### src/rtl/alsu_pipe.sv
// alsu_pipe: handshaked ALSU. One registered input stage, then an execute
// stage. MUL runs on a sequential shift-add unit and holds in_ready low.
// Ports: clk, rst_n (async, active low); in_valid/in_ready handshake;
// A, B, opcode, cin, serial_in, direction, red_op_A/B, bypass_A/B inputs;
// out (2*WIDTH), out_valid (1-cycle pulse), leds (invalid-op indicator).
module alsu_pipe #(
    parameter int WIDTH          = 3,
    parameter     INPUT_PRIORITY = "A",
    parameter     FULL_ADDER     = "ON",
    parameter int LED_W          = 16
) (
    input  logic                 clk,
    input  logic                 rst_n,
    input  logic                 in_valid,
    output logic                 in_ready,
    input  logic [WIDTH-1:0]     A,
    input  logic [WIDTH-1:0]     B,
    input  logic [2:0]           opcode,
    input  logic                 cin,
    input  logic                 serial_in,
    input  logic                 direction,
    input  logic                 red_op_A,
    input  logic                 red_op_B,
    input  logic                 bypass_A,
    input  logic                 bypass_B,
    output logic [2*WIDTH-1:0]   out,
    output logic                 out_valid,
    output logic [LED_W-1:0]     leds
);
    localparam int OW = 2 * WIDTH;
    localparam int CW = (WIDTH > 2) ? $clog2(WIDTH) : 1;
    localparam bit PRI_B = (INPUT_PRIORITY == "B");
    localparam bit FA_ON = (FULL_ADDER == "ON");

    typedef enum logic {IDLE, MULS} state_t;

    state_t           state_q, state_d;
    logic [WIDTH-1:0] a_q, a_d, b_q, b_d;
    logic [2:0]       op_q, op_d;
    logic             cin_q, cin_d, ser_q, ser_d, dir_q, dir_d;
    logic             ra_q, ra_d, rb_q, rb_d, ba_q, ba_d, bb_q, bb_d;
    logic             s1_valid_q, s1_valid_d;
    logic [OW-1:0]    acc_q, acc_d, mcand_q, mcand_d;
    logic [WIDTH-1:0] mplier_q, mplier_d;
    logic             neg_q, neg_d;
    logic [CW-1:0]    cnt_q, cnt_d;
    logic [OW-1:0]    out_q, out_d;
    logic [LED_W-1:0] leds_q, leds_d;
    logic             ov_q, ov_d;

    logic             accept, exec, bypass, invalid, is_mul;
    logic [OW-1:0]    a_ext, b_ext, red_val, acc_step;
    logic [WIDTH-1:0] a_mag, b_mag, red_src;
    logic             red_any, red_bit;

    assign bypass  = ba_q | bb_q;
    assign invalid = (op_q[2] & op_q[1])
                   | ((ra_q | rb_q) & (op_q[2:1] != 2'b00));
    assign is_mul  = !bypass && !invalid && (op_q == 3'd3);

    assign in_ready = (state_q == IDLE) && !(s1_valid_q && is_mul);
    assign accept   = in_valid && in_ready;
    assign exec     = s1_valid_q && (state_q == IDLE);

    assign a_ext = {{WIDTH{a_q[WIDTH-1]}}, a_q};
    assign b_ext = {{WIDTH{b_q[WIDTH-1]}}, b_q};
    // |-2^(WIDTH-1)| = 2^(WIDTH-1) still fits as an unsigned WIDTH-bit value
    assign a_mag = a_q[WIDTH-1] ? -a_q : a_q;
    assign b_mag = b_q[WIDTH-1] ? -b_q : b_q;

    // Reduction picks B only when B alone is flagged, or both and B has priority
    assign red_any = ra_q | rb_q;
    assign red_src = ((rb_q && !ra_q) || (ra_q && rb_q && PRI_B)) ? b_q : a_q;
    assign red_bit = op_q[0] ? ^red_src : |red_src;
    assign red_val = {{(OW-1){1'b0}}, red_bit};

    assign acc_step = acc_q + (mplier_q[0] ? mcand_q : '0);

    always_comb begin
        state_d    = state_q;
        a_d        = a_q;
        b_d        = b_q;
        op_d       = op_q;
        cin_d      = cin_q;
        ser_d      = ser_q;
        dir_d      = dir_q;
        ra_d       = ra_q;
        rb_d       = rb_q;
        ba_d       = ba_q;
        bb_d       = bb_q;
        s1_valid_d = s1_valid_q;
        acc_d      = acc_q;
        mcand_d    = mcand_q;
        mplier_d   = mplier_q;
        neg_d      = neg_q;
        cnt_d      = cnt_q;
        out_d      = out_q;
        leds_d     = leds_q;
        ov_d       = 1'b0;

        if (exec) s1_valid_d = 1'b0;
        if (accept) begin
            a_d        = A;
            b_d        = B;
            op_d       = opcode;
            cin_d      = cin;
            ser_d      = serial_in;
            dir_d      = direction;
            ra_d       = red_op_A;
            rb_d       = red_op_B;
            ba_d       = bypass_A;
            bb_d       = bypass_B;
            s1_valid_d = 1'b1;
        end

        unique case (state_q)
            IDLE: begin
                if (exec && is_mul) begin
                    // Load edge already consumes multiplier bit 0, so the
                    // product lands WIDTH edges after accept.
                    acc_d    = b_mag[0] ? {{WIDTH{1'b0}}, a_mag} : '0;
                    mcand_d  = {{WIDTH{1'b0}}, a_mag} << 1;
                    mplier_d = b_mag >> 1;
                    neg_d    = a_q[WIDTH-1] ^ b_q[WIDTH-1];
                    cnt_d    = CW'(WIDTH - 2);
                    state_d  = MULS;
                end else if (exec) begin
                    ov_d   = 1'b1;
                    leds_d = (invalid && !bypass) ? ~leds_q : '0;
                    if (ba_q && bb_q)  out_d = PRI_B ? b_ext : a_ext;
                    else if (ba_q)     out_d = a_ext;
                    else if (bb_q)     out_d = b_ext;
                    else if (invalid)  out_d = '0;
                    else begin
                        unique case (op_q)
                            3'd0: out_d = red_any ? red_val : (a_ext | b_ext);
                            3'd1: out_d = red_any ? red_val : (a_ext ^ b_ext);
                            3'd2: out_d = a_ext + b_ext
                                        + {{(OW-1){1'b0}}, FA_ON & cin_q};
                            3'd4: out_d = dir_q ? {out_q[OW-2:0], ser_q}
                                                : {ser_q, out_q[OW-1:1]};
                            3'd5: out_d = dir_q ? {out_q[OW-2:0], out_q[OW-1]}
                                                : {out_q[0], out_q[OW-1:1]};
                            default: out_d = '0;
                        endcase
                    end
                end
            end
            MULS: begin
                acc_d    = acc_step;
                mcand_d  = mcand_q << 1;
                mplier_d = mplier_q >> 1;
                cnt_d    = cnt_q - CW'(1);
                if (cnt_q == '0) begin
                    out_d   = neg_q ? -acc_step : acc_step;
                    leds_d  = '0;
                    ov_d    = 1'b1;
                    state_d = IDLE;
                end
            end
            default: state_d = IDLE;
        endcase
    end

    always_ff @(posedge clk or negedge rst_n) begin
        if (!rst_n) begin
            state_q    <= IDLE;
            a_q        <= '0;
            b_q        <= '0;
            op_q       <= '0;
            cin_q      <= 1'b0;
            ser_q      <= 1'b0;
            dir_q      <= 1'b0;
            ra_q       <= 1'b0;
            rb_q       <= 1'b0;
            ba_q       <= 1'b0;
            bb_q       <= 1'b0;
            s1_valid_q <= 1'b0;
            acc_q      <= '0;
            mcand_q    <= '0;
            mplier_q   <= '0;
            neg_q      <= 1'b0;
            cnt_q      <= '0;
            out_q      <= '0;
            leds_q     <= '0;
            ov_q       <= 1'b0;
        end else begin
            state_q    <= state_d;
            a_q        <= a_d;
            b_q        <= b_d;
            op_q       <= op_d;
            cin_q      <= cin_d;
            ser_q      <= ser_d;
            dir_q      <= dir_d;
            ra_q       <= ra_d;
            rb_q       <= rb_d;
            ba_q       <= ba_d;
            bb_q       <= bb_d;
            s1_valid_q <= s1_valid_d;
            acc_q      <= acc_d;
            mcand_q    <= mcand_d;
            mplier_q   <= mplier_d;
            neg_q      <= neg_d;
            cnt_q      <= cnt_d;
            out_q      <= out_d;
            leds_q     <= leds_d;
            ov_q       <= ov_d;
        end
    end

    assign out       = out_q;
    assign leds      = leds_q;
    assign out_valid = ov_q;
endmodule

### config.mk
export PLATFORM = sky130hd
export DESIGN_NAME = alsu_pipe
export DESIGN_NICKNAME = d
export VERILOG_FILES = /design/src/rtl/alsu_pipe.sv
export SDC_FILE = /design/constraint.sdc
export NUM_CORES = 1
export LEC_CHECK = 0
export CELL_PAD_IN_SITES_DETAIL_PLACEMENT = 0
export CELL_PAD_IN_SITES_GLOBAL_PLACEMENT = 1
export CORE_MARGIN = 10
export CORE_UTILIZATION = 30
export CTS_CLUSTER_DIAMETER = 80
export CTS_CLUSTER_SIZE = 8
export DETAILED_ROUTE_END_ITERATION = 6
export PLACE_DENSITY = 0.69
export SLEW_MARGIN = 0
export SYNTH_ARGS = -nofsm -noshare
export SYNTH_HDL_FRONTEND = slang
export SYNTH_SLANG_ARGS = --single-unit
### constraint.sdc
create_clock -name clk -period 3.1 [get_ports clk]
set_clock_uncertainty 0.05 [all_clocks]
set_input_delay 0.62 -clock clk [delete_from_list [all_inputs] [get_ports clk]]
set_output_delay 0.62 -clock clk [all_outputs]
set_load 0.02 [all_outputs]
; Yosys cells after proc, flatten, opt, wreduce, memory -nomap -nowiden
; Cells that the tools add are included.
[totals]
reg_bits = 59
input_bits = 19
word_cells = 110
output_inout_bits = 24
[classes]
add_sub_neg = 7
reduce_logical = 22
n_bitwise = 10
mux = 42
n_eq_ne = 9
[op_table]
columns = op, count
row1 = 6-bit two-way mux, 15
row2 = 16-bit two-way mux, 4
row3 = 6-bit case mux with 2 select lines, 3
row4 = 16-bit case mux with 2 select lines, 1
row5 = 6-bit case mux with 5 select lines, 1
row6 = 16-bit NOT, 1
row7 = 3-bit two-way mux, 5
row8 = 1-bit logical AND, 10
row9 = 1-bit two-way mux, 8
row10 = 6-bit adder, 1
row11 = 3-bit by 2-bit equality test with 1-bit output (second input constant), 2
row12 = 3-bit equality test (second input constant), 2
row13 = 3-bit negation, 2
row14 = 6-bit negation, 1
row15 = 6-bit OR, 1
row16 = 3-bit case mux with 2 select lines, 1
row17 = 6-bit XOR, 1
row18 = 4-bit by 2-bit adder with 5-bit output, 1
row19 = 3-bit by 3-bit adder with 4-bit output, 1
row20 = 1-bit zero test, 4
row21 = 2-bit by 1-bit != test with 1-bit output (second input constant), 2
row22 = 2-bit != test (second input constant), 2
row23 = 1-bit case mux with 2 select lines, 2
row24 = 2-bit case mux with 2 select lines, 1
row25 = 14 further kinds, 18

; Longest topological paths before layout
; Gate-level depths: netlist of run 1.
[depth]
ltp_word = 14
ltp_mapped = 8

; Worst setup path before layout of run 1
; Ideal clock, no wire load.
[synth_path]
path_type = register -> register
start = reg mplier_q[0]
end = reg out_q[5] (netlist: out[5])
slack_ns = 0.492
path_buffers = 0
required_ns = 2.919
synth_period_minus_slack_ns = 2.608
arrival_ns = 2.427
stages_incl_launch_ff = 9
cell_sequence = dfrtp_1 > and2_1 > ha_1 > fa_1 > or4_1 > a2111o_1 > o311ai_1 > xor2_1 > o32ai_2
[synth_via]
elab_chain_len = 6
[synth_lines]
columns = item, line_no
row1 = "start, declared", 44  ; logic [WIDTH-1:0] mplier_q, mplier_d;
row2 = "start signal, assigned", 202  ; mplier_q <= mplier_d;
row3 = 6-bit two-way mux (*), 77  ; assign acc_step = acc_q + (mplier_q[0] ? mcand_q : '0);
row4 = 6-bit adder (*), 77
row5 = 6-bit negation, 155  ; out_d = neg_q ? -acc_step : acc_step;
row6 = 6-bit two-way mux (*), 155
row7 = 6-bit two-way mux (*), 154  ; if (cnt_q == '0) begin
row8 = 6-bit case mux with 2 select lines (*), 116  ; unique case (state_q)
row9 = "end signal, assigned", 205  ; out_q <= out_d;
row10 = "end, declared", 47  ; logic [OW-1:0] out_q, out_d;
; Every way passes the cells marked *; elsewhere a longest branch is shown, timed or not. The select of a mux whose other input is x is not followed.
; A chain may end at the register's enable or synchronous reset.

; Final worst setup path of run 1
[layout_path]
start = reg ba_q
end = out in_ready
[layout_via]
elab_chain_len = 7
[layout_lines]
columns = item, line_no
row1 = "start, declared", 41  ; logic ra_q, ra_d, rb_q, rb_d, ba_q, ba_d, bb_q, bb_d;
row2 = "start signal, assigned", 176  ; ba_q <= 1'b0;
row3 = "start signal, assigned", 197  ; ba_q <= ba_d;
row4 = 1-bit OR, 56  ; assign bypass = ba_q | bb_q;
row5 = 1-bit zero test, 59  ; assign is_mul = !bypass && !invalid && (op_q == 3'd3);
row6 = 1-bit logical AND (2 in series), 59
row7 = 1-bit logical AND, 61  ; assign in_ready = (state_q == IDLE) && !(s1_valid_q && is_mul);
row8 = 1-bit zero test, 61
row9 = 1-bit logical AND, 61
row10 = "end, declared", 15  ; output logic in_ready,
; No other way between the ends.

==> out/metrics.yaml, run 1 <==
synth_edf_count: 0
synth_top_area_cell: "dfrtp_1"
insertedDiodeCount: 0
area_growth_syn_to_layout_pct: 23.8
async_flop_share_pct: 100
synthFlopType: "dfrtp_1"
synth_area_leaders: "dfrtp_1, nand2_1, ha_1"
synth_top_area_share_pct: 44.2
syn_area_sq_mm: 0.00323
drcViolationCount: 0
synth_common_cells: "dfrtp_1, nand2_1, o21ai_0, inv_1"
hold_path.class: "primary input to async pin"
synth_cell_types: 52
crit_path_start_kind: "register"
synth_most_common_cell: "dfrtp_1"
grt.total_usage_pct: 10.9
first_pass_iters: 5
first_global_vias: 2543
required_ns: 2.43
grt_first_pass_wirelength_um: 13200
io_pins: 43
yosys_warnings: 0
port_buffers: 42
stdcell_area_sq_mm: 0.00400
power_mw: 2.11
timing.final.max_slew_violations: 0
via_count: 2519
finalHoldViolations: 0
dieArea_sq_mm: 0.0153
drive_above_1_share_pct: 11.4
rsz0062_at_grt: "no"
wl_um: 7870
final_util_pct: 38.4
synthMuxAreaShare_pct: 7.37
worst_setup_path_end_kind: "output port"
ir_drop_v: 0.000228
post-route-period-util_pct: 93.0
coreArea_sq_mm: 0.0104
p_leak_nw: 1.75
detail-route-antenna-nets: 0
max_freq_mhz: 347
path_class: "register to output port"
clk_pin_slew_worst_paths_ns: 0.07
avgSynthCellArea_sq_um: 9.87
fin_cells: 514
cts_made_buffers: 9
ys_seq_area_share_pct: 44.2
clock_latency_ns: 0.34
post-place-cells: 498
period_needed_ns: 2.88
die_h_um: 124
detail_route.iter0.violations: 243
synth_seq_cells: 57
synth_xor_xnor_area_share_pct: 2.44
synthSimpleGateAreaFrac_pct: 13.4
fin_nets: 412
grt_max_degree: 40
grt-ovfl-total: 0
dpl_cell_area_sq_mm: 0.00380
vias_per_cell: 4.90
p_per_area_mw_per_mm2: 529
synth-compound-area-share_pct: 19.5
gp_congestion: 0.850
rows: 37
status: "complete, no violations"
wl_per_cell_um: 15.3
synth_fp_nets: 366
max-cap-violations: 0
start_util_pct: 31.0
critPathArrivalTime_ns: 2.21
cts_tree: "yes"
cts_buffer_depth: 2
maxSlewHeadroom_pct: 41.5
worst-path-max-fanout: 13
synth-adder-area-share_pct: 8.92
setup-violations-final: 0
cts.sinks: 57
totalNegativeSetupSlack_ns: 0
synth_top_family_by_area: "compound AO/OA/AOI/OAI gates"
worstMarginPinSlew_ns: 0.877
synth_cells: 327
htreeDepth: 3
place_hpwl_um: 5890
die_x_um: 124
cts_root_buf: "clkbuf_8"
antenna_found_initial: 0
-- cell usage in the layout, fill, tap and decap left out, drive strengths merged, types with 4 or more instances in the layout --
master / netlist / layout
buf: 7 / 9
nand3: 4 / 4
dfrtp: 57 / 57
and2: 5 / 5
clkdlybuf4s50: 0 / 41
fa: 5 / 5
o21ai: 40 / 40
nand2: 53 / 53
nor2: 12 / 12
clkbuf: 8 / 11
ha: 15 / 15
mux2i: 8 / 8
mux2: 14 / 14
nor2b: 6 / 6
inv: 18 / 18
xnor2: 7 / 7
a21oi: 16 / 16
a21o: 4 / 4
-- stage by stage --
step	setup slack [ns]	hold slack, ns
after global placement	0.375	0.413
after detailed placement	0.295	0.421
after CTS	0.0357	0.381
after floorplan	0.492	0.274
after global routing	0.111	0.419
final	0.218	0.348
-- kinds of logic after synthesis --
group / Yosys count
simple gates: 93
mux: 22
buf+inv: 33
compound gates: 93
xor+xnor: 9
flops: 57
fa+ha+maj: 20
-- registers in the layout, summed over array words and instances, names as in the netlist, 3 cells and up --
signal / flops
leds: 16
acc_q: 6
out: 6
mcand_q: 5
a_q: 3
b_q: 3
op_q: 3
-- power breakdown --
group          switching, mW  leakage (nW)  internal (mW)
Clock                  0.306        0.0911          0.329
Combinational          0.284         0.924          0.255
Sequential             0.106         0.734          0.835
-- routing by layer --
metal  vias to the layer above  GRT usage [%]  share of wire [%]
met3                         4           3.48                6.1
li1                       1248              -                  -
met1                      1206           13.8                 47
met5                         -              0                  0
met2                        61           17.2                 47
met4                         0           3.49               0.60
-- final timing paths --
check,from,endpoint,slack [ns],cells past startpoint
max,ba_q,in_ready,0.22,3
min,rst_n,dir_q,0.35,1
max reg2reg,mplier_q[0],out[5],0.31,8
min reg2reg,leds[12],leds[12],0.43,1
max in group asynchronous,rst_n,leds[8],1.93,2
min in group clk,leds[12],leds[12],0.43,1
-- critical path, cell delays in order, from the launching register on --
cell and delay [ns]:
dfrtp_1 0.54, and4bb_2 0.34, a31oi_4 0.32, clkdlybuf4s50_1 0.68
-- timing repair --
| item | in CTS | in global routing |
|---|---|---|
| endpoints found under the setup margin | 0 | 1 |
| hold endpoints to repair | 0 | 0 |
| hold buffers | 0 | 0 |
| setup buffers | 0 | 0 |
| gates resized for setup | 0 | 1 |
-- cell type report --
| cell class | count | area (sq um) |
|---|---|---|
| inverters | 18 | 67.6 |
| clock buffers | 11 | 151 |
| multi-input cells | 237 | 1670 |
| well taps | 136 | 170 |
| fillers | 1071 | 6420 |
| repair buffers | 50 | 475 |
| flip-flops and latches | 57 | 1430 |
| clock inverters | 5 | 30.0 |
Note: power is estimated with default switching activity, not from simulation.
==> run 2, diff against run 1 <==
ABC_AREA = 1   (was unset)
PLACE_DENSITY = 0.71   (was 0.69)
SETUP_SLACK_MARGIN = 0.1   (was unset)
==> out/metrics.yaml, run 2 <==
max_freq_mhz: 393
required_ns: 2.43
synth_top_area_cell: "dfrtp_1"
cts_buffer_depth: 2
stdcell_area_sq_mm: 0.00402
area_growth_syn_to_layout_pct: 21.0
avgSynthCellArea_sq_um: 8.05
detail_route.iter0.violations: 133
detail-route-antenna-nets: 0
synth_top_family_by_area: "simple AND/OR/NAND/NOR gates"
status: "complete, no violations"
clock_latency_ns: 0.33
synthFlopType: "dfrtp_1"
setup_ws_ns: 0.559
grt_first_pass_wirelength_um: 14700
post-route-period-util_pct: 82.0
multiInputGateArea_sq_mm: 0.00162
synth_xor_xnor_area_share_pct: 1.06
path_class: "register to output port"
place_hpwl_um: 6300
synth-compound-area-share_pct: 14.6
final_util_pct: 37.0
synth_cell_types: 36
port_buffers: 42
synth_common_cells: "nand2_1, dfrtp_1, inv_1, o21ai_0, nor2_1"
syn_area_sq_mm: 0.00332
rsz0062_at_grt: "no"
drive_above_1_share_pct: 9.59
period_needed_ns: 2.54
hold_path.class: "primary input to async pin"
worst_setup_path_end_kind: "output port"
cts_tree: "yes"
power_mw: 2.03
first_global_vias: 2962
synthMuxAreaShare_pct: 0.679
start_util_pct: 30.6
p_per_area_mw_per_mm2: 504
clk_pin_slew_worst_paths_ns: 0.07
cts_root_buf: "clkbuf_8"
totalNegativeSetupSlack_ns: 0
cts_made_buffers: 9
die_x_um: 125
regArea_sq_mm: 0.00143
wl_met1_um: 3750
place_ws_ns: 0.577
timing.final.max_slew_violations: 0
synth_area_leaders: "dfrtp_1, nand2_1, o21ai_0"
wl_per_cell_um: 14.1
insertedDiodeCount: 0
ir_drop_v: 0.000181
synth_seq_cells: 57
grt_max_degree: 48
setup-violations-final: 0
synthSimpleGateAreaFrac_pct: 23.9
rows: 38
yosys_warnings: 0
fill_cells: 1143
grt.total_usage_pct: 11.3
synth_cells: 412
worstMarginPinSlew_ns: 1.08
worst-path-max-fanout: 11
ys_seq_area_share_pct: 43.0
wl_um: 8430
gp_congestion: 0.862
critPathArrivalTime_ns: 1.87
grt-ovfl-total: 0
synth_most_common_cell: "nand2_1"
largest_reg_flops: 16
die_h_um: 125
fin_nets: 494
crit_path_start_kind: "register"
cts.sinks: 57
wl_met3_um: 260
p_leak_nw: 1.94
antenna_found_initial: 0
max-cap-violations: 0
final_cell_mix: "nand2_1, dfrtp_1, inv_1, o21ai_0, clkdlybuf4s50_1"
wl_met2_um: 4270
maxSlewHeadroom_pct: 27.8
htreeDepth: 3
dieArea_sq_mm: 0.0157
cts_hold_buf: 0
first_pass_iters: 4
via_count: 2799
coreArea_sq_mm: 0.0108
synth_top_area_share_pct: 43.0
synth_edf_count: 0
dpl_cell_area_sq_mm: 0.00383
async_flop_share_pct: 100
synth_fp_nets: 451
io_pins: 43
drcViolationCount: 0
vias_per_cell: 4.67
synth-adder-area-share_pct: 8.67
mostFrequentLayoutCell: "nand2_1"
maxUsedRoutingLayer: "met4"
finalHoldViolations: 0
## run 2: changes by cell type in the layout (fill, tap and decap cells not counted), sizes merged, moves of 6 or more
cell,delta
nand2,+66
inv,+26
nor2,+20
nor2b,-6
a21oi,+14
xnor2,-6
mux2,-12
mux2i,-8
nand3,+24
## run 2: report_power, final
part / internal [mW] / leakage [nW] / switching [mW]
clock: 0.350 / 0.0915 / 0.300
sequential: 0.821 / 0.722 / 0.0785
combinational: 0.194 / 1.12 / 0.282
## run 2: metal layers
layer,up-vias,track usage (%)
li1,1419,-
met1,1331,13.4
met2,40,19.5
met3,9,2.41
met4,0,4.27
met5,-,0
## run 2: path summary, 6_finish.rpt
check	startpoint	end	slack, ns	depth (start not counted)
setup / recovery	ba_q	in_ready	0.56	7
hold / removal	rst_n	leds[4]	0.42	1
setup reg to reg	b_q[0]	out[2]	0.69	12
hold reg to reg	leds[2]	leds[2]	0.44	1
max in group asynchronous	rst_n	mplier_q[1]	1.82	2
min in group clk	leds[2]	leds[2]	0.44	1
## run 2: cell families (layout without fill, tap and decap cells)
kind of cell / Yosys count / count (layout)
compound gates: 83 / 83
fa+ha+maj: 20 / 20
xor+xnor: 4 / 4
flops: 57 / 57
mux: 2 / 2
buf+inv: 58 / 105
simple gates: 188 / 188
## run 2: layout make-up
type	count	area share, %
Tap cell	140	4.36
Sequential cell	57	35.5
Timing Repair Buffer	45	11.0
Clock buffer	13	4.21
Multi-Input combinational cell	297	40.4
Inverter	45	4.24
Clock inverter	2	0.312
## run 2: stage by stage
step	hold slack [ns]	instances
final	0.422	599
after floorplan	0.274	412
after CTS	0.440	599
after detailed placement	0.424	584
after global placement	0.421	584
after global routing	0.451	599
## run 2: repair_timing
| item | 4_1_cts | 5_1_grt |
|---|---|---|
| endpoints found under the setup margin | 0 | 1 |
| resized for setup | 0 | 2 |
| buffers inserted | 0 | 0 |
## run 2: critical path: stages, from the launching register on
cell and delay [ns]:
dfrtp_1 0.46, inv_2 0.14, nand2_1 0.10, nor3_2 0.18, nand3_2 0.18, nand2_4 0.13, inv_2 0.11, dlymetal6s2s_1 0.23
==> run 3, diff against run 2 <==
clock period = 2.6 ns   (was 3.1 ns; I/O delays follow)
==> out/metrics.yaml, run 3 (synthesized netlist as in run 2, its figures left out) <==
worstPathCellList: "fa_2, inv_1, fa_2, fa_1, or2_2, nand3_1, nand2_1, nand2_1, nand2_1, nand2_1, nand2_1, o21ai_0"
status: "complete, no violations"
finalHoldViolations: 0
totalNegativeSetupSlack_ns: 0
cts.sinks: 57
period_needed_ns: 2.33
port_buffers: 42
io_pins: 43
final_cell_mix: "nand2_1, dfrtp_1, inv_1, o21ai_0, clkdlybuf4s50_1"
critical-path-slowest-cell: "dfrtp_1"
whs_ns: 0.156
power.switching_uw: 822
post-route-period-util_pct: 89.6
cts_tree: "yes"
timing.rr.start: "b_q[0]"
setup_ws_ns: 0.272
fin_nets: 502
cpPeakStageDelay_ns: 0.43
area_growth_syn_to_layout_pct: 22.6
detail-route-antenna-nets: 0
ir_drop_v: 0.000198
p_clk_share_pct: 30.4
detail_route.iter0.violations: 153
cts_hold_buf: 0
drcViolationCount: 0
largest_reg_flops: 16
power.share.combinational_pct: 24.9
clk_pin_slew_worst_paths_ns: 0.07
vias_per_cell: 4.59
max_freq_mhz: 429
cts_resized: 1
start_util_pct: 30.6
mostFrequentLayoutCell: "nand2_1"
worst-path-max-fanout: 5
cts_buffer_depth: 2
p_seq_share_pct: 44.7
timing.final.max_slew_violations: 0
p_per_area_mw_per_mm2: 586
place_hpwl_um: 6520
gp_congestion: 0.778
cts_root_buf: "clkbuf_8"
cpMostUsedCell: "nand2_1"
wl_per_cell_um: 14.2
rr_endpoint: "out[2]"
via_count: 2793
fin_cells: 608
first_global_vias: 2951
p_sw_share_pct: 34.5
crit_path_start_kind: "register"
drive_above_1_share_pct: 12.0
critPathArrivalTime_ns: 2.54
clock_latency_ns: 0.34
wl_um: 8620
die_h_um: 125
htreeDepth: 3
hold_path.class: "primary input to async pin"
fill_cells: 1144
insertedDiodeCount: 0
coreArea_sq_mm: 0.0108
grt-ovfl-total: 0
worst_setup_path_end_kind: "register"
worstMarginPinSlew_ns: 0.671
post_cts_buffers: 0
die_x_um: 125
antenna_found_initial: 0
dpl_cell_area_sq_mm: 0.00390
power_mw: 2.38
grt_first_pass_wirelength_um: 15000
required_ns: 2.81
path_class: "register to register"
rsz0062_at_grt: "no"
place_ws_ns: 0.235
p_leak_nw: 1.97
rr_worst_depth: 12
first_pass_iters: 4
maxSlewHeadroom_pct: 55.3
grt.total_usage_pct: 11.5
startpoint: "b_q[0]"
stdcell_area_sq_mm: 0.00407
p_int_mw: 1.56
grt_max_degree: 32
rows: 38
dieArea_sq_mm: 0.0157
final_util_pct: 37.5
cts_made_buffers: 9
setup-violations-final: 0
max-cap-violations: 0
post-place-cells: 592
ff2ff_setup_slack_ns: 0.27
run 3: power by group through the flow:
stage               Combinational (mW)  Sequential (mW)  Clock (mW)
floorplan                        0.320             1.11           0
global placement                 0.594             1.08           0
detailed placement               0.597             1.08           0
CTS                              0.600             1.07       0.745
global route                     0.675             1.08       0.791
finish                           0.592             1.07       0.725
run 3: cell type report:
cell class / count / area (sq um) / share of cell area (%)
Clock inverter: 6 / 35.0 / 0.861
Clock buffer: 10 / 128 / 3.14
Tap cell: 140 / 175 / 4.31
Inverter: 45 / 170 / 4.18
Sequential cell: 57 / 1430 / 35.1
Timing Repair Buffer: 53 / 505 / 12.4
Multi-Input combinational cell: 297 / 1630 / 40.0
run 3: worst max-delay path: cells and delay by family, from the launching register on:
family / cells / cell delay, ns
fa+ha+maj: 3 / 1.02
simple gates: 7 / 0.62
flops: 1 / 0.43
compound gates: 1 / 0.06
buf+inv: 1 / 0.05
run 3: how the worst max path moves through the flow:
stage / to / cells past startpoint
6_report: out[2] / 12
4_1_cts: in_ready / 7
3_5_place_dp: out[2] / 12
2_1_floorplan: out[2] / 12
5_1_grt: out[2] / 12
3_3_place_gp: out[2] / 12
run 3: layer usage:
layer  vias to the layer above  share of wire, %  GRT usage (%)
met5                         -                 0              0
met4                         0               2.0           4.61
met3                        15               2.5           2.24
met2                        33                49           19.4
met1                      1302                46           14.0
li1                       1443                 -              -
